### config.mk
export PLATFORM = sky130hd
export DESIGN_NAME = multiword_add_sequencer_flat
export DESIGN_NICKNAME = d
export VERILOG_FILES = /design/src/rtl/multiword_add_sequencer_if.sv /design/src/rtl/multiword_add_sequencer.sv /design/src/flat_wrapper.sv
export SDC_FILE = /design/constraint.sdc
export NUM_CORES = 1
export LEC_CHECK = 0
export ABC_AREA = 0
export BUFFER_PORTS_ARGS = -buffer_cell sky130_fd_sc_hd__buf_2
export CORE_ASPECT_RATIO = 0.7
export CORE_MARGIN = 2
export CORE_UTILIZATION = 50
export CTS_CLUSTER_DIAMETER = 80
export DETAILED_ROUTE_END_ITERATION = 16
export PLACE_DENSITY = 0.78
export SLEW_MARGIN = 40
export SYNTH_ARGS = -nofsm -noshare
export SYNTH_HDL_FRONTEND = slang
export SYNTH_HIERARCHICAL = 1
export SYNTH_SLANG_ARGS = --single-unit
### constraint.sdc
create_clock -name clk -period 14.7 [get_ports clk]
set_input_delay 1.47 -clock clk [delete_from_list [all_inputs] [get_ports clk]]
set_output_delay 1.47 -clock clk [all_outputs]
set_load 0.05 [all_outputs]
### src/rtl/multiword_add_sequencer_if.sv
// Handshake bundle for the word-serial wide adder: control, operand stream and sum stream.
interface multiword_add_sequencer_if;
  logic        start;
  logic        cin;
  logic [31:0] a_word;
  logic [31:0] b_word;
  logic        in_valid;
  logic        in_ready;
  logic [31:0] sum_word;
  logic        sum_valid;
  logic        sum_last;
  logic        out_ready;
  logic        cout;
  logic        busy;
  logic        done;

  modport master (
    output start, cin, a_word, b_word, in_valid, out_ready,
    input  in_ready, sum_word, sum_valid, sum_last, cout, busy, done
  );

  modport slave (
    input  start, cin, a_word, b_word, in_valid, out_ready,
    output in_ready, sum_word, sum_valid, sum_last, cout, busy, done
  );
endinterface

### src/rtl/multiword_add_sequencer.sv
// Word-serial (32*NUM_WORDS)-bit adder: one word pair per beat, LSW first, carry chained
// between beats through a registered carry and a carry-select 32-bit adder stage.
module carry_select_adder_32bit (
  input  logic [31:0] a,
  input  logic [31:0] b,
  input  logic        cin,
  output logic [31:0] sum,
  output logic        cout
);
  logic [8:0] c;

  assign c[0] = cin;

  // Each 4-bit block precomputes both carry-in cases; the ripple only goes through muxes.
  for (genvar g = 0; g < 8; g++) begin : g_blk
    logic [4:0] s0;
    logic [4:0] s1;
    assign s0 = {1'b0, a[4*g +: 4]} + {1'b0, b[4*g +: 4]};
    assign s1 = {1'b0, a[4*g +: 4]} + {1'b0, b[4*g +: 4]} + 5'd1;
    assign sum[4*g +: 4] = c[g] ? s1[3:0] : s0[3:0];
    assign c[g+1]        = c[g] ? s1[4]   : s0[4];
  end

  assign cout = c[8];
endmodule

module multiword_add_sequencer #(
  parameter int NUM_WORDS = 4,
  parameter int IDX_W     = 2
) (
  input  logic                      clk,
  input  logic                      rst,
  multiword_add_sequencer_if.slave  bus
);
  typedef enum logic [1:0] {IDLE, RUN, DRAIN} state_t;

  localparam logic [IDX_W-1:0] LAST_IDX = IDX_W'(NUM_WORDS - 1);

  state_t            state_q, state_d;
  logic [IDX_W-1:0]  idx_q, idx_d;
  logic              carry_q, carry_d;
  logic [31:0]       sum_word_q, sum_word_d;
  logic              sum_valid_q, sum_valid_d;
  logic              sum_last_q, sum_last_d;
  logic              cout_q, cout_d;
  logic              done_q, done_d;
  logic              in_ready_c;
  logic              accept;
  logic [31:0]       add_sum;
  logic              add_cout;

  carry_select_adder_32bit u_add (
    .a    (bus.a_word),
    .b    (bus.b_word),
    .cin  (carry_q),
    .sum  (add_sum),
    .cout (add_cout)
  );

  always_comb begin
    state_d     = state_q;
    idx_d       = idx_q;
    carry_d     = carry_q;
    sum_word_d  = sum_word_q;
    sum_valid_d = sum_valid_q;
    sum_last_d  = sum_last_q;
    cout_d      = cout_q;
    done_d      = 1'b0;
    in_ready_c  = 1'b0;
    accept      = 1'b0;

    case (state_q)
      IDLE: begin
        if (bus.start) begin
          carry_d = bus.cin;
          idx_d   = '0;
          cout_d  = 1'b0;
          state_d = RUN;
        end
      end
      RUN: begin
        // Single output register: it may refill in the same cycle it is drained.
        in_ready_c = ~sum_valid_q | bus.out_ready;
        accept     = in_ready_c & bus.in_valid;
        if (accept) begin
          sum_word_d  = add_sum;
          sum_valid_d = 1'b1;
          sum_last_d  = (idx_q == LAST_IDX);
          carry_d     = add_cout;
          if (idx_q == LAST_IDX) begin
            cout_d  = add_cout;
            idx_d   = '0;
            state_d = DRAIN;
          end else begin
            idx_d = idx_q + IDX_W'(1);
          end
        end else if (sum_valid_q & bus.out_ready) begin
          sum_valid_d = 1'b0;
          sum_last_d  = 1'b0;
        end
      end
      DRAIN: begin
        if (sum_valid_q & bus.out_ready) begin
          sum_valid_d = 1'b0;
          sum_last_d  = 1'b0;
          done_d      = 1'b1;
          state_d     = IDLE;
        end
      end
      default: state_d = IDLE;
    endcase
  end

  always_ff @(posedge clk) begin
    if (rst) begin
      state_q     <= IDLE;
      idx_q       <= '0;
      carry_q     <= 1'b0;
      sum_word_q  <= '0;
      sum_valid_q <= 1'b0;
      sum_last_q  <= 1'b0;
      cout_q      <= 1'b0;
      done_q      <= 1'b0;
    end else begin
      state_q     <= state_d;
      idx_q       <= idx_d;
      carry_q     <= carry_d;
      sum_word_q  <= sum_word_d;
      sum_valid_q <= sum_valid_d;
      sum_last_q  <= sum_last_d;
      cout_q      <= cout_d;
      done_q      <= done_d;
    end
  end

  assign bus.in_ready  = in_ready_c;
  assign bus.sum_word  = sum_word_q;
  assign bus.sum_valid = sum_valid_q;
  assign bus.sum_last  = sum_last_q;
  assign bus.cout      = cout_q;
  assign bus.busy      = (state_q != IDLE);
  assign bus.done      = done_q;
endmodule

### src/flat_wrapper.sv
// flat-port wrapper written by rule: the top's interface ports become plain ports
module multiword_add_sequencer_flat 
#(
  parameter int NUM_WORDS = 4,
  parameter int IDX_W     = 2
)
  (clk, rst, bus_start, bus_cin, bus_a_word, bus_b_word, bus_in_valid, bus_out_ready, bus_in_ready, bus_sum_word, bus_sum_valid, bus_sum_last, bus_cout, bus_busy, bus_done);
  multiword_add_sequencer_if bus_i ();
  input  logic clk;
  input  logic rst;
  input wire logic [$bits(bus_i.start)-1:0] bus_start;
  input wire logic [$bits(bus_i.cin)-1:0] bus_cin;
  input wire logic [$bits(bus_i.a_word)-1:0] bus_a_word;
  input wire logic [$bits(bus_i.b_word)-1:0] bus_b_word;
  input wire logic [$bits(bus_i.in_valid)-1:0] bus_in_valid;
  input wire logic [$bits(bus_i.out_ready)-1:0] bus_out_ready;
  output wire logic [$bits(bus_i.in_ready)-1:0] bus_in_ready;
  output wire logic [$bits(bus_i.sum_word)-1:0] bus_sum_word;
  output wire logic [$bits(bus_i.sum_valid)-1:0] bus_sum_valid;
  output wire logic [$bits(bus_i.sum_last)-1:0] bus_sum_last;
  output wire logic [$bits(bus_i.cout)-1:0] bus_cout;
  output wire logic [$bits(bus_i.busy)-1:0] bus_busy;
  output wire logic [$bits(bus_i.done)-1:0] bus_done;
  assign bus_i.start = bus_start;
  assign bus_i.cin = bus_cin;
  assign bus_i.a_word = bus_a_word;
  assign bus_i.b_word = bus_b_word;
  assign bus_i.in_valid = bus_in_valid;
  assign bus_i.out_ready = bus_out_ready;
  assign bus_in_ready = bus_i.in_ready;
  assign bus_sum_word = bus_i.sum_word;
  assign bus_sum_valid = bus_i.sum_valid;
  assign bus_sum_last = bus_i.sum_last;
  assign bus_cout = bus_i.cout;
  assign bus_busy = bus_i.busy;
  assign bus_done = bus_i.done;
  multiword_add_sequencer #(.NUM_WORDS(NUM_WORDS), .IDX_W(IDX_W)) u_core (.clk(clk), .rst(rst), .bus(bus_i));
endmodule
Word level (Yosys, flattened, before mapping) --
Cells that the tools add are included.
Cells by class: $add $sub $neg 17, equal/unequal tests 7, mux-type cells 40, bitwise gates (word level) 5, reduce and logical (&&, ||, !) cells 9
Operators with widths (count):
- $add A4 B4 Y5 | 8
- $add A5 B1 Y5 const B | 8
- $mux W4 | 8
- $mux W1 | 19
- $mux W2 | 7
- $pmux W1 S2 | 4
- $reduce_and A4 Y1 | 2
- $ne A2 B1 Y1 const B | 3
- $pmux W2 S3 | 1
- $reduce_bool A2 Y1 | 3
- $eq A2 B2 Y1 const B | 2
- $pmux W2 S2 | 1
- $reduce_and A3 Y1 | 1
- $add A2 B1 Y2 const B | 1
- $and A1 B1 Y1 | 2
- $eq A2 B1 Y1 const B | 1
- $logic_not A2 Y1 | 1
- $ne A2 B2 Y1 const B | 1
- $not A1 Y1 | 2
- $reduce_and A2 Y1 | 1
- $reduce_or A2 Y1 | 1
- $or A1 B1 Y1 | 1
Storage, ports and cells: flip-flop bits (word level) 41, input port bits 70, logic and storage cells 86

Longest topological paths before layout --
depth in word-level cells 13, mapped depth 17, gate-level depth less buffers 17

Hierarchy --
The synthesis kept the hierarchy.
Modules (own cells, without submodules):
- carry_select_adder_32bit | times used 1, cells an instance 203, area an instance 1806.7 um^2, seq. area each 0.0 um^2
- multiword_add_sequencer | times used 1, cells an instance 203, area an instance 1647.8 um^2, seq. area each 820.8 um^2

Least setup slack after synthesis --
Ideal clock, no wire load.
path kind input to register, from input bus_a_word[0], to register u_core.carry_q, data arrival time 5.672 ns, required time 14.630 ns, path slack 8.957 ns, stages 17, buffers on the path 0, cells stage by stage ha_1 -> fa_1 -> ha_1 -> nand2_1 -> o21ai_0 -> nand4_1 -> a221oi_2 -> mux2i_1 -> mux2i_1 -> mux2i_1 -> mux2i_1 -> mux2i_2 -> mux2i_1 -> xor2_1 -> mux2i_1 -> or3_1 -> a21oi_1
On the way: longest elaborated chain between the ends 12
RTL lines:
- from (decl) | RTL line flat_wrapper.sv:13 | input wire logic [$bits(bus_i.a_word)-1:0] bus_a_word;
- $add A4 B4 Y5 (*) | RTL line multiword_add_sequencer.sv:18, multiword_add_sequencer.sv:19
- $add A5 B1 Y5 | RTL line multiword_add_sequencer.sv:19 | assign s1 = {1'b0, a[4*g +: 4]} + {1'b0, b[4*g +: 4]} + 5'd1;
- $mux W1 (*) (8 in series) | RTL line multiword_add_sequencer.sv:21 | assign c[g+1] = c[g] ? s1[4] : s0[4];
- named net u_core.add_cout | RTL line multiword_add_sequencer.sv:50 | logic add_cout;
- $mux W1 (*) | RTL line multiword_add_sequencer.sv:85 | if (accept) begin
- $pmux W1 S2 (*) | RTL line multiword_add_sequencer.sv:72 | case (state_q)
- to (signal assigned) | RTL line multiword_add_sequencer.sv:127 | carry_q <= carry_d;
- to (decl) | RTL line multiword_add_sequencer.sv:41 | logic carry_q, carry_d;
The timed path passes the listed nets; every way through them passes the cells marked *. The select of a mux whose other input is x is not followed. A chain may end at the register's enable or synchronous reset.

Final worst setup path --
Ends and elaborated chain as after synthesis.

==> metrics.md <==
| Metric | Value |
|---|---|
| Total number of nets in the final design | approximately 630 |
| Clk root buf | sky130_fd_sc_hd__clkbuf_8 |
| Maximum buffer depth of the clock tree | 2 |
| Max IR drop VDD | about 0.053 mV |
| Core Box Area | ~0.0067 sq mm |
| CTS Hold Buffers Added | 0 |
| Clock buffers created by TritonCTS | 5 |
| Endpoint arrival time on the critical path | between 6 and 7 ns |
| Vertical extent of the die | around 74 um |
| Share of synthesized flip-flops with an asynchronous set or reset | 0 |
| Number of levels in the clock H-tree | 2 |
| Number of antenna violations at the first check in global routing | 0 |
| Most frequent standard cell in the layout excluding fill and tap cells | sky130_fd_sc_hd__buf_2 |
| Area delta synth->final | 20.1% |
| Highest attainable clock frequency | 162 MHz |
| Global-route total usage across every layer | 0.203 |
| Post-Synthesis Net Count | 530 |
| Number of global-route vias before repair | approximately 2900 |
| Total standard cell area after synthesis | 0.00345 sq mm |
| Number of placement rows | 25 |
| Critical Path Fanout Max | 4 |
| Wire length of the first global-routing pass | 12.4 mm |
| DRC violation count after routing | 0 |
| Maximum number of pins on one net before global-route repair | 45 |
| Post-detailed-route count of antenna-violating nets | 0 |
| Setup Viol. Count Final | 0 |
| Top-level port count | 108 |
| Standby leakage power | 1.92 nW |
| Number of max-cap violations | 0 |
| Number of synthesized flops with an enable pin | 0 |
| Vias per cell | around 5.3 |
| PostCTS Resize Cnt | 0 |
| Hold violation count in the final report | 0 |
| CTS sink cnt | approximately 40 |
| Met3 capacity usage during global routing | 0.0381 |
| Number of pins exceeding their max-slew limit in the final report | 0 |
| TNS Setup | 0 ns |
| Share of the synthesized area in the top cell type | 0.238 |
| Rel. slew slack | 0.479 |
| Congestion Overflow GR | 0 |
| Critical path capture point type | flop |
| Placed instance area | 0.00405 sq mm |
| Synthesized area divided by synthesized cell count | between 8 and 9 sq um |
| Run status | complete, no violations |
| Count of mapped cells out of synthesis | slightly above 400 |
| Hold path depth | 2 |
| Cell types occupying the most area after synthesis | sky130_fd_sc_hd__dfxtp_1 24%, sky130_fd_sc_hd__ha_1 17%, sky130_fd_sc_hd__nand2_1 8.8% |
| Setup skew after layout | roughly 0.0062 ns |
| Number of synthesis warnings | 6 |
| Unrepaired setup endpoints after global routing | false |
| Flop and latch count out of synthesis | 41 |
| Slack of the critical path | approximately 8.5 ns |
| HPWL reported at the end of detailed placement | approximately 6.2 mm |
| First-pass DRT Iterations | 4 |
| Leading area contributor after synthesis | sky130_fd_sc_hd__dfxtp_1 |
| Initial detailed-routing violation count | about 110 |
| Worst Path Class, Setup | input port to flop |
| Synth unique cells | 46 |
| Layout cells sized above 1 | 0.255 |
| Non-Filler Cell Area, Final | around 0.0042 sq mm |
| Class of the tightest hold or removal check | flop to flop |
| Top_reg_cell synth | sky130_fd_sc_hd__dfxtp_1 |
| Data required time at the worst endpoint | ~15 ns |
| Clock tree from TritonCTS | built |
| Period minus WS final | approximately 6.2 ns |
| Most heavily used metal layer in global routing | met2 |
| Number of antenna repair diodes | 0 |
| Total Die Area | 0.00760 sq mm |
| Slew at the pin closest to its max-slew limit | approximately 0.78 ns |
| Commonest cells after routing, fill and taps aside | 107 x sky130_fd_sc_hd__buf_2, 81 x sky130_fd_sc_hd__nand2_1, 52 x sky130_fd_sc_hd__a21oi_1, 46 x sky130_fd_sc_hd__ha_1, 41 x sky130_fd_sc_hd__dfxtp_1 |
| Initial core utilization | 0.514 |
| Worst setup SP type | input port |
| Post-CTS setup-driven buffer insertion count | 0 |
| WL/cell | between 10 and 15 um |
| Buffers on Ports | roughly 110 |
| Cell count of the worst reg-to-reg path | 14 |
| Post-route clock period utilization | 0.419 |
| Fraction of met1 tracks used by global routing | 0.265 |
| Clock-pin slew of the registers on the worst-case setup and hold paths | about 0.080 ns |
| Routed wire length | roughly 8 mm |
| Sequential-to-total area share from yosys stat | 0.238 |
| PwrDens | about 120 mW/mm^2 |
| Horizontal extent of the die | about 100 um |
| Clk_lat worst skew | between 0.2 and 0.3 ns |
| Via count | between 3000 and 4000 |
| Worst slack after detailed placement | between 8 and 9 ns |
| Routing usage on met2 | 0.349 |
| Placer's final routability congestion estimate | ~0.85 |
==> state kept, by name, indices dropped and copies added (netlist names) <==
register	flops
u_core/bus.cout	1
u_core/bus.done	1
u_core/bus.sum_last	1
u_core/bus.sum_valid	1
u_core/bus.sum_word	32
u_core/carry_q	1
u_core/idx_q	2
u_core/state_q	2
==> area by class of cell <==
type / instances / area [sq um]
fillers: 608 / 2570
multi-input cells: 344 / 2540
clock buffers: 7 / 96.3
repair buffers: 108 / 543
flip-flops and latches: 41 / 821
inverters: 8 / 30.0
well taps: 94 / 118
clock inverters: 1 / 5.00
==> kinds of logic (layout without fill, tap and decap cells) <==
| kind of cell | count (synthesis) | in the layout | synth area share |
|---|---|---|---|
| AO/OA/AOI/OAI | 88 | 88 | 0.155 |
| multiplexers | 18 | 18 | 0.0558 |
| flip-flops | 41 | 41 | 0.238 |
| buffers and inverters | 21 | 124 | 0.0282 |
| AND/OR/NAND/NOR | 137 | 137 | 0.192 |
| adder cells (fa/ha/maj) | 54 | 54 | 0.213 |
| XOR/XNOR | 47 | 47 | 0.119 |
==> cell usage after synthesis, types with 2 or more instances <==
cell type and count:
sky130_fd_sc_hd__o21ai_1 2, sky130_fd_sc_hd__xor2_1 17, sky130_fd_sc_hd__nand3b_1 5, sky130_fd_sc_hd__inv_1 8, sky130_fd_sc_hd__mux2i_1 10, sky130_fd_sc_hd__or3_1 2, sky130_fd_sc_hd__a21o_1 16, sky130_fd_sc_hd__buf_4 3
sky130_fd_sc_hd__nand3_1 8, sky130_fd_sc_hd__clkbuf_1 4, sky130_fd_sc_hd__nand4b_1 3, sky130_fd_sc_hd__a21oi_1 52, sky130_fd_sc_hd__dfxtp_1 41, sky130_fd_sc_hd__and2_1 4, sky130_fd_sc_hd__or4bb_1 2, sky130_fd_sc_hd__o21ai_0 6
sky130_fd_sc_hd__fa_1 8, sky130_fd_sc_hd__nand2_1 81, sky130_fd_sc_hd__nand4_1 8, sky130_fd_sc_hd__nor2b_1 2, sky130_fd_sc_hd__mux2_2 6, sky130_fd_sc_hd__nor2_1 7, sky130_fd_sc_hd__xnor2_1 30, sky130_fd_sc_hd__ha_1 46
sky130_fd_sc_hd__and3_1 2, sky130_fd_sc_hd__o31ai_1 2, sky130_fd_sc_hd__nor3_1 2, sky130_fd_sc_hd__buf_2 6, sky130_fd_sc_hd__nand2b_1 6
==> metrics by stage <==
stage	total power, mW	utilization	std cells	hold WS, ns
after floorplan	0.351	-	406	0.453
after global placement	0.400	0.602	595	0.443
after detailed placement	0.408	0.602	595	0.445
after CTS	0.491	0.617	603	0.457
after global routing	0.525	0.617	603	0.470
final	0.488	0.617	603	0.456
==> power breakdown <==
group          switching, mW  leakage [nW]  internal [mW]
clock network         0.0383        0.0542         0.0425
registers             0.0134         0.333          0.130
logic                  0.172          1.53         0.0924
total                  0.224          1.92          0.265
==> worst paths after layout <==
kind / from / end / slack [ns]
max: bus_a_word[0] / u_core/carry_q$_SDFFE_PP0P_ / 8.53
min: u_core/bus.sum_word[16]$_SDFFE_PP0P_ / u_core/bus.sum_word[16]$_SDFFE_PP0P_ / 0.46
max reg2reg: u_core/carry_q$_SDFFE_PP0P_ / u_core/carry_q$_SDFFE_PP0P_ / 10.26
min reg2reg: u_core/bus.sum_word[16]$_SDFFE_PP0P_ / u_core/bus.sum_word[16]$_SDFFE_PP0P_ / 0.46
==> metal layers <==
layer  part of all wire  vias to the layer above
li1                   -                     1617
met1               0.48                     1476
met2               0.47                       82
met3              0.044                        4
met4             0.0044                        0
met5                  0                        -
==> critical path: stages <==
cell and delay (ns):
sky130_fd_sc_hd__buf_2 0.10, sky130_fd_sc_hd__ha_1 0.21, sky130_fd_sc_hd__fa_1 0.55, sky130_fd_sc_hd__ha_1 0.20
sky130_fd_sc_hd__nand2_1 0.12, sky130_fd_sc_hd__o21ai_0 0.20, sky130_fd_sc_hd__nand4_1 0.16, sky130_fd_sc_hd__a221oi_2 0.39
sky130_fd_sc_hd__mux2i_1 0.36, sky130_fd_sc_hd__mux2i_1 0.41, sky130_fd_sc_hd__mux2i_1 0.35, sky130_fd_sc_hd__mux2i_1 0.39
sky130_fd_sc_hd__mux2i_2 0.42, sky130_fd_sc_hd__mux2i_1 0.26, sky130_fd_sc_hd__xor2_1 0.23, sky130_fd_sc_hd__mux2i_1 0.10
sky130_fd_sc_hd__or3_1 0.32, sky130_fd_sc_hd__a21oi_1 0.15
Note: power is estimated with default switching activity, not from simulation.
